## src/rtl/rv_pkg.sv

```systemverilog
// rv_pkg: shared RV32I constants, fetch buffer entry type and PC helpers
package rv_pkg;

    localparam int          XLEN     = 32;
    localparam logic [31:0] NOP_INSN = 32'h0000_0013;
    localparam logic [31:0] PC_STEP  = 32'd4;

    typedef struct packed {
        logic [XLEN-1:0] pc;
        logic [XLEN-1:0] insn;
    } fetch_entry_t;

    // Sequential PC; 32-bit arithmetic wraps FFFF_FFFC to 0 naturally
    function automatic logic [XLEN-1:0] next_pc(input logic [XLEN-1:0] pc);
        return pc + PC_STEP;
    endfunction

    // Force word alignment by clearing the two low address bits
    function automatic logic [XLEN-1:0] align_pc(input logic [XLEN-1:0] pc);
        return pc & ~32'h3;
    endfunction

endpackage

```

## src/rtl/fetch_fifo.sv

```systemverilog
// fetch_fifo: synchronous {pc, insn} buffer with flush and combinational head
module fetch_fifo
    import rv_pkg::*;
#(
    parameter int DEPTH = 4
) (
    input  logic                   clk,
    input  logic                   rst,
    input  logic                   i_push,
    input  fetch_entry_t           i_data,
    input  logic                   i_pop,
    input  logic                   i_flush,
    output fetch_entry_t           o_head,
    output logic [$clog2(DEPTH):0] o_count,
    output logic                   o_full,
    output logic                   o_empty
);

    localparam int AW = $clog2(DEPTH);

    fetch_entry_t  r_mem [DEPTH];
    logic [AW-1:0] r_rd;
    logic [AW-1:0] r_wr;
    logic [AW:0]   r_count;
    logic          w_push;
    logic          w_pop;

    assign w_pop   = i_pop && !o_empty && !i_flush;
    assign w_push  = i_push && !i_flush && (!o_full || w_pop);
    assign o_head  = r_mem[r_rd];
    assign o_count = r_count;
    assign o_empty = (r_count == '0);
    assign o_full  = (r_count == (AW+1)'(DEPTH));

    // Pointer and occupancy tracking; a flush empties the buffer in one edge
    always_ff @(posedge clk) begin
        if (rst || i_flush) begin
            r_rd    <= '0;
            r_wr    <= '0;
            r_count <= '0;
        end else begin
            if (w_push) r_wr <= r_wr + AW'(1);
            if (w_pop) r_rd <= r_rd + AW'(1);
            r_count <= r_count + {{AW{1'b0}}, w_push} - {{AW{1'b0}}, w_pop};
        end
    end

    // Entry storage needs no reset; only slots between the pointers are read
    always_ff @(posedge clk) begin
        if (w_push) r_mem[r_wr] <= i_data;
    end

endmodule

```

## src/rtl/ifetch_unit.sv

```systemverilog
// ifetch_unit: PC, request gating, in-flight accounting and redirect flush
module ifetch_unit
    import rv_pkg::*;
#(
    parameter logic [31:0] RESET_PC        = 32'h0000_0000,
    parameter int          FIFO_DEPTH      = 4,
    parameter int          MAX_OUTSTANDING = 2
) (
    input  logic        clk,
    input  logic        rst,
    output logic        req_valid,
    output logic [31:0] req_addr,
    input  logic        req_ready,
    input  logic        rsp_valid,
    input  logic [31:0] rsp_data,
    output logic [31:0] ins,
    output logic [31:0] ins_pc,
    output logic        ins_valid,
    input  logic        ins_ready,
    input  logic        redirect_valid,
    input  logic [31:0] redirect_pc
);

    localparam int CW  = $clog2(MAX_OUTSTANDING + 1);
    localparam int FCW = $clog2(FIFO_DEPTH) + 1;

    logic [31:0]    r_pc;
    logic [31:0]    r_rsp_pc;
    logic [CW-1:0]  r_out;
    logic [CW-1:0]  r_drop;
    logic [FCW-1:0] w_count;
    logic           w_full;
    logic           w_empty;
    logic           w_req_fire;
    logic           w_push;
    logic           w_pop;
    logic           w_rsp_drop;
    logic [31:0]    w_redirect_pc;
    fetch_entry_t   w_entry;
    fetch_entry_t   w_head;

    // Every kept in-flight request owns a FIFO slot, so pushes cannot overflow;
    // stale requests still occupy memory bandwidth and count against the cap
    assign req_valid = !rst && !redirect_valid
                     && (32'(w_count) + 32'(r_out) < 32'(FIFO_DEPTH))
                     && (32'(r_out) + 32'(r_drop) < 32'(MAX_OUTSTANDING));
    assign req_addr      = r_pc;
    assign w_req_fire    = req_valid && req_ready;
    assign w_rsp_drop    = rsp_valid && (r_drop != '0);
    assign w_push        = rsp_valid && (r_drop == '0) && !redirect_valid;
    assign w_pop         = ins_valid && ins_ready && !redirect_valid;
    assign w_redirect_pc = align_pc(redirect_pc);
    assign w_entry       = '{pc: r_rsp_pc, insn: rsp_data};

    assign ins_valid = !w_empty;
    assign ins       = w_empty ? NOP_INSN : w_head.insn;
    assign ins_pc    = w_empty ? 32'h0 : w_head.pc;

    fetch_fifo #(
        .DEPTH (FIFO_DEPTH)
    ) u_fifo (
        .clk     (clk),
        .rst     (rst),
        .i_push  (w_push),
        .i_data  (w_entry),
        .i_pop   (w_pop),
        .i_flush (redirect_valid),
        .o_head  (w_head),
        .o_count (w_count),
        .o_full  (w_full),
        .o_empty (w_empty)
    );

    // PC and in-flight accounting; redirect turns all kept requests into drops
    always_ff @(posedge clk) begin
        if (rst) begin
            r_pc     <= RESET_PC;
            r_rsp_pc <= RESET_PC;
            r_out    <= '0;
            r_drop   <= '0;
        end else if (redirect_valid) begin
            r_pc     <= w_redirect_pc;
            r_rsp_pc <= w_redirect_pc;
            r_out    <= '0;
            r_drop   <= r_drop + r_out - CW'(rsp_valid);
        end else begin
            if (w_req_fire) r_pc <= next_pc(r_pc);
            if (w_push) r_rsp_pc <= next_pc(r_rsp_pc);
            r_out  <= r_out + CW'(w_req_fire) - CW'(w_push);
            r_drop <= r_drop - CW'(w_rsp_drop);
        end
    end

    // Buffer overflow would mean the slot reservation has been broken
    a_no_overflow: assert property (@(posedge clk) disable iff (rst)
        !(w_push && w_full && !w_pop));

    // The memory may only answer requests that are actually in flight
    a_rsp_expected: assert property (@(posedge clk) disable iff (rst)
        rsp_valid |-> (32'(r_out) + 32'(r_drop) != 32'h0));

endmodule

```

## config.mk

```make
export PLATFORM = sky130hd
export DESIGN_NAME = ifetch_unit
export DESIGN_NICKNAME = d
export VERILOG_FILES = /design/src/rtl/rv_pkg.sv /design/src/rtl/fetch_fifo.sv /design/src/rtl/ifetch_unit.sv
export SDC_FILE = /design/constraint.sdc
export NUM_CORES = 1
export LEC_CHECK = 0
export CORE_UTILIZATION = 55
export DETAILED_ROUTE_END_ITERATION = 12
export PLACE_DENSITY = 0.83
export SLEW_MARGIN = 20
export SYNTH_ARGS = -nofsm -noshare
export SYNTH_HDL_FRONTEND = slang
export SYNTH_SLANG_ARGS = --single-unit
```

## constraint.sdc

```tcl
create_clock -name clk -period 3.85 [get_ports clk]
set_clock_uncertainty 0.15 [all_clocks]
set_input_delay 0.385 -clock clk [delete_from_list [all_inputs] [get_ports clk]]
set_output_delay 0.385 -clock clk [all_outputs]
set_load 0.01 [all_outputs]
```

==> summary.txt <==
Setup path
  • Crit end category: output pin
  • Critical path data arrival time: 2820 ps
  • Required time at the endpoint of the critical path: 3310 ps
  • Maximum fanout encountered on the critical timing path: 42
  • Kind of start point of the critical path: flop
  • Start of the worst register-to-register path: r_drop[0]$_SDFF_PP0_
  • Worst setup path class: flop to output pin

Clocking
  • Number of CTS-inserted buffers: 31
  • Setup Fix Bufs, Post-CTS: 0
  • Hold_buf cts: 0
  • Clock Latency Late Sink: 550 ps
  • Master cell of the clock root buffer: sky130_fd_sc_hd__clkbuf_16
  • CTS clock-pin slew for the worst setup and hold paths: 60 ps
  • Clk sink count: 321
  • Post-cts resize count: 0
  • Clock tree from TritonCTS: yes
  • H-tree depth: 1
  • Worst-case clock buffer depth: 3

Layout
  • Net count reported at finish: 1146
  • Sequential cell area: 8914 um^2
  • Diode insertion count for antenna repair: 0
  • Filler cell count in the final layout: 1521
  • Area of combinational cells with multiple inputs: 4284 um^2
  • Total non-filler cell area in the finished layout: 16600 um^2
  • Area growth, synth to finish: 23.08%
  • Share of cells above drive strength 1: 14.48%

Min path
  • Hold Startpoint: redirect_pc[4]
  • Class of the worst hold path: input port to flop

Logic synthesis
  • Post-synthesis sequential element count: 321
  • Most used DFF post-synth: sky130_fd_sc_hd__edfxtp_1
  • Cell Area, Synth: 13480 um^2
  • Share of async-settable or async-resettable flops after synthesis: 0%
  • Share of synthesized area occupied by flip-flops and latches: 66.07%
  • Yosys cell types: 66
  • Number of warnings reported in the yosys synthesis log: 0
  • Number of enable-type register cells in the synthesized netlist: 248
  • Synth Area per Inst: 15.08 um^2
  • Count of mapped cells out of synthesis: 894

Die
  • IO Count: 168
  • Vertical extent of the die: 158.6 um
  • Number of placement rows: 56
  • Initial cell density of the core: 56.77%
  • Die span in x: 158.6 um
  • Die ar.: 25150 um^2
  • Area of the core region: 23750 um^2

Place
  • Total half-perimeter wirelength after legalization and detailed placement: 17020 um
  • Post-placement setup slack: 617.6 ps
  • Total of buffers placed on input and output ports: 161
  • Placed inst area: 15530 um^2
  • Routability congestion estimate from global placement: 0.8879

Drt
  • Total vias in the final route: 8180
  • Wire length per cell: 19.58 um
  • Via density per instance: 5.830
  • Iter 0 DRT Violations: 767
  • Number of nets with antenna violations after detailed routing: 0
  • WL final: 27470 um
  • Count of unresolved DRC violations after routing: 0
  • Drt first pass iters: 5

GRT
  • First-pass GRT wire length: 42970 um
  • Grt ovf: 0
  • Number of global-route vias before repair: 8110
  • All-Layer GR Usage: 22.40%
  • Largest net degree at the start of global routing: 63
  • Initial antenna violation count: 0

Flow run
  • Reported max-cap violation count: 0

Timing
  • Number of setup violations in the final report: 0
  • Maximum achievable frequency: 0.2976 GHz
  • Final sum of negative setup slack: 0 ps
  • Unrepaired setup endpoints after global routing: no
  • Relative slew slack: 40.16%
  • Final slew viol count: 0
  • Worst hold slack after final layout: 316.3 ps
  • Worst slew pin tran: 896.6 ps
  • Setup slack after layout: 490.3 ps
  • Post-route fraction of the period consumed by the critical path: 87.26%
  • Hold Violations, Final: 0
  • Post-layout minimum cycle time: 3360 ps

Pwr
  • Total chip power: 7.588 mW
  • Cell leakage power: 5.463 nW
  • Total power per unit cell area: 457.2 nW/um^2
  • Max IR drop VDD: 314.1 uV

Status
  • Result of the run: finished, final reports clean
## report_power, final
group          total, mW  internal [mW]  switching [mW]  leakage (nW)
registers           3.94           3.84          0.0996          2.87
logic              0.551          0.287           0.264          2.08
clock network       3.10           1.86            1.24         0.514
total               7.59           5.98            1.61          5.46
## worst max-delay path: stages, from the launching register on
cell and delay, ps:
sky130_fd_sc_hd__dfxtp_4 620, sky130_fd_sc_hd__buf_12 380, sky130_fd_sc_hd__mux4_2 550, sky130_fd_sc_hd__and2_1 170, sky130_fd_sc_hd__clkdlybuf4s50_1 540
## cell usage in the layout (no fill, tap or decap), types with 9 or more instances in the layout
cell type                           n
sky130_fd_sc_hd__nand4_1           20
sky130_fd_sc_hd__xor2_1            17
sky130_fd_sc_hd__inv_1             20
sky130_fd_sc_hd__a31oi_1           23
sky130_fd_sc_hd__a21oi_1           17
sky130_fd_sc_hd__nand3_1           26
sky130_fd_sc_hd__ha_1              14
sky130_fd_sc_hd__and2_1            65
sky130_fd_sc_hd__edfxtp_1         248
sky130_fd_sc_hd__clkbuf_16         31
sky130_fd_sc_hd__mux4_2            62
sky130_fd_sc_hd__xnor2_1           19
sky130_fd_sc_hd__o211ai_1           9
sky130_fd_sc_hd__a211oi_1          10
sky130_fd_sc_hd__nand2_1           48
sky130_fd_sc_hd__buf_4              9
sky130_fd_sc_hd__nor2_1            49
sky130_fd_sc_hd__o21ai_0           16
sky130_fd_sc_hd__or3_1             11
sky130_fd_sc_hd__and3_1            11
sky130_fd_sc_hd__dfxtp_1           71
sky130_fd_sc_hd__clkdlybuf4s50_1  161
## registers in the layout (all words and copies together), names as in the netlist, named ones only
signal          count
r_out               2
req_addr           30
u_fifo.r_rd         2
r_drop              2
u_fifo.r_wr         2
r_rsp_pc           30
u_fifo.o_count      3
u_fifo.r_mem      248
## worst paths after layout
| kind | endpoint | slack (ps) | cells past startpoint |
|---|---|---|---|
| worst max-delay path | ins_pc[21] | 490 | 4 |
| worst min-delay path | r_rsp_pc[4]$_SDFFE_PP0P_ | 320 | 3 |
| worst max register to register | r_out[1]$_SDFF_PP0_ | 580 | 12 |
| worst min register to register | u_fifo.r_rd[1]$_SDFFE_PP0P_ | 360 | 2 |
## logic make-up (layout without fill, tap and decap cells)
group / after synthesis / in the layout / share of synthesized area (%)
flip-flops: 321 / 321 / 66.07
AND/OR/NAND/NOR: 278 / 278 / 11.83
AO/OA/AOI/OAI: 106 / 106 / 5.196
buffers and inverters: 70 / 257 / 2.283
multiplexers: 66 / 66 / 10.66
XOR/XNOR: 36 / 36 / 2.338
adder cells (fa/ha/maj): 16 / 16 / 1.596
other: 1 / 4 / 0.02781
## cell type report
class | instances | area share [%]
repair buffers | 178 | 11.08
well taps | 319 | 2.405
flip-flops and latches | 321 | 53.71
clock inverters | 16 | 1.154
inverters | 22 | 0.5730
multi-input cells | 506 | 25.81
clock buffers | 41 | 5.262
## cells in the mapped netlist, drive strengths merged, types with 17 or more instances
cell,instances,area (um^2)
a21oi,17,85.08
a31oi,23,143.9
and2,69,431.7
buf,21,111.4
clkbuf,27,101.4
dfxtp,73,1461
edfxtp,248,7447
inv,20,75.07
mux4,62,1396
nand2,48,180.2
nand3,28,157.7
nand4,22,150.1
nor2,51,201.5
o21ai,17,85.08
xnor2,19,166.4
xor2,17,148.9
## per-layer routing
| layer | global-route usage (%) | wire [um] |
|---|---|---|
| met1 | 31.03 | 11660 |
| met2 | 37.07 | 13020 |
| met3 | 3.566 | 2275 |
| met4 | 5.952 | 524 |
| met5 | 0 | 0 |
## stage by stage
step	utilization, %	instances
finish	69.87	1403
global route	69.87	1403
CTS	69.87	1403
detailed placement	65.39	1346
global placement	65.39	1346
floorplan	-	897
Power figures use the tool's default switching activity.
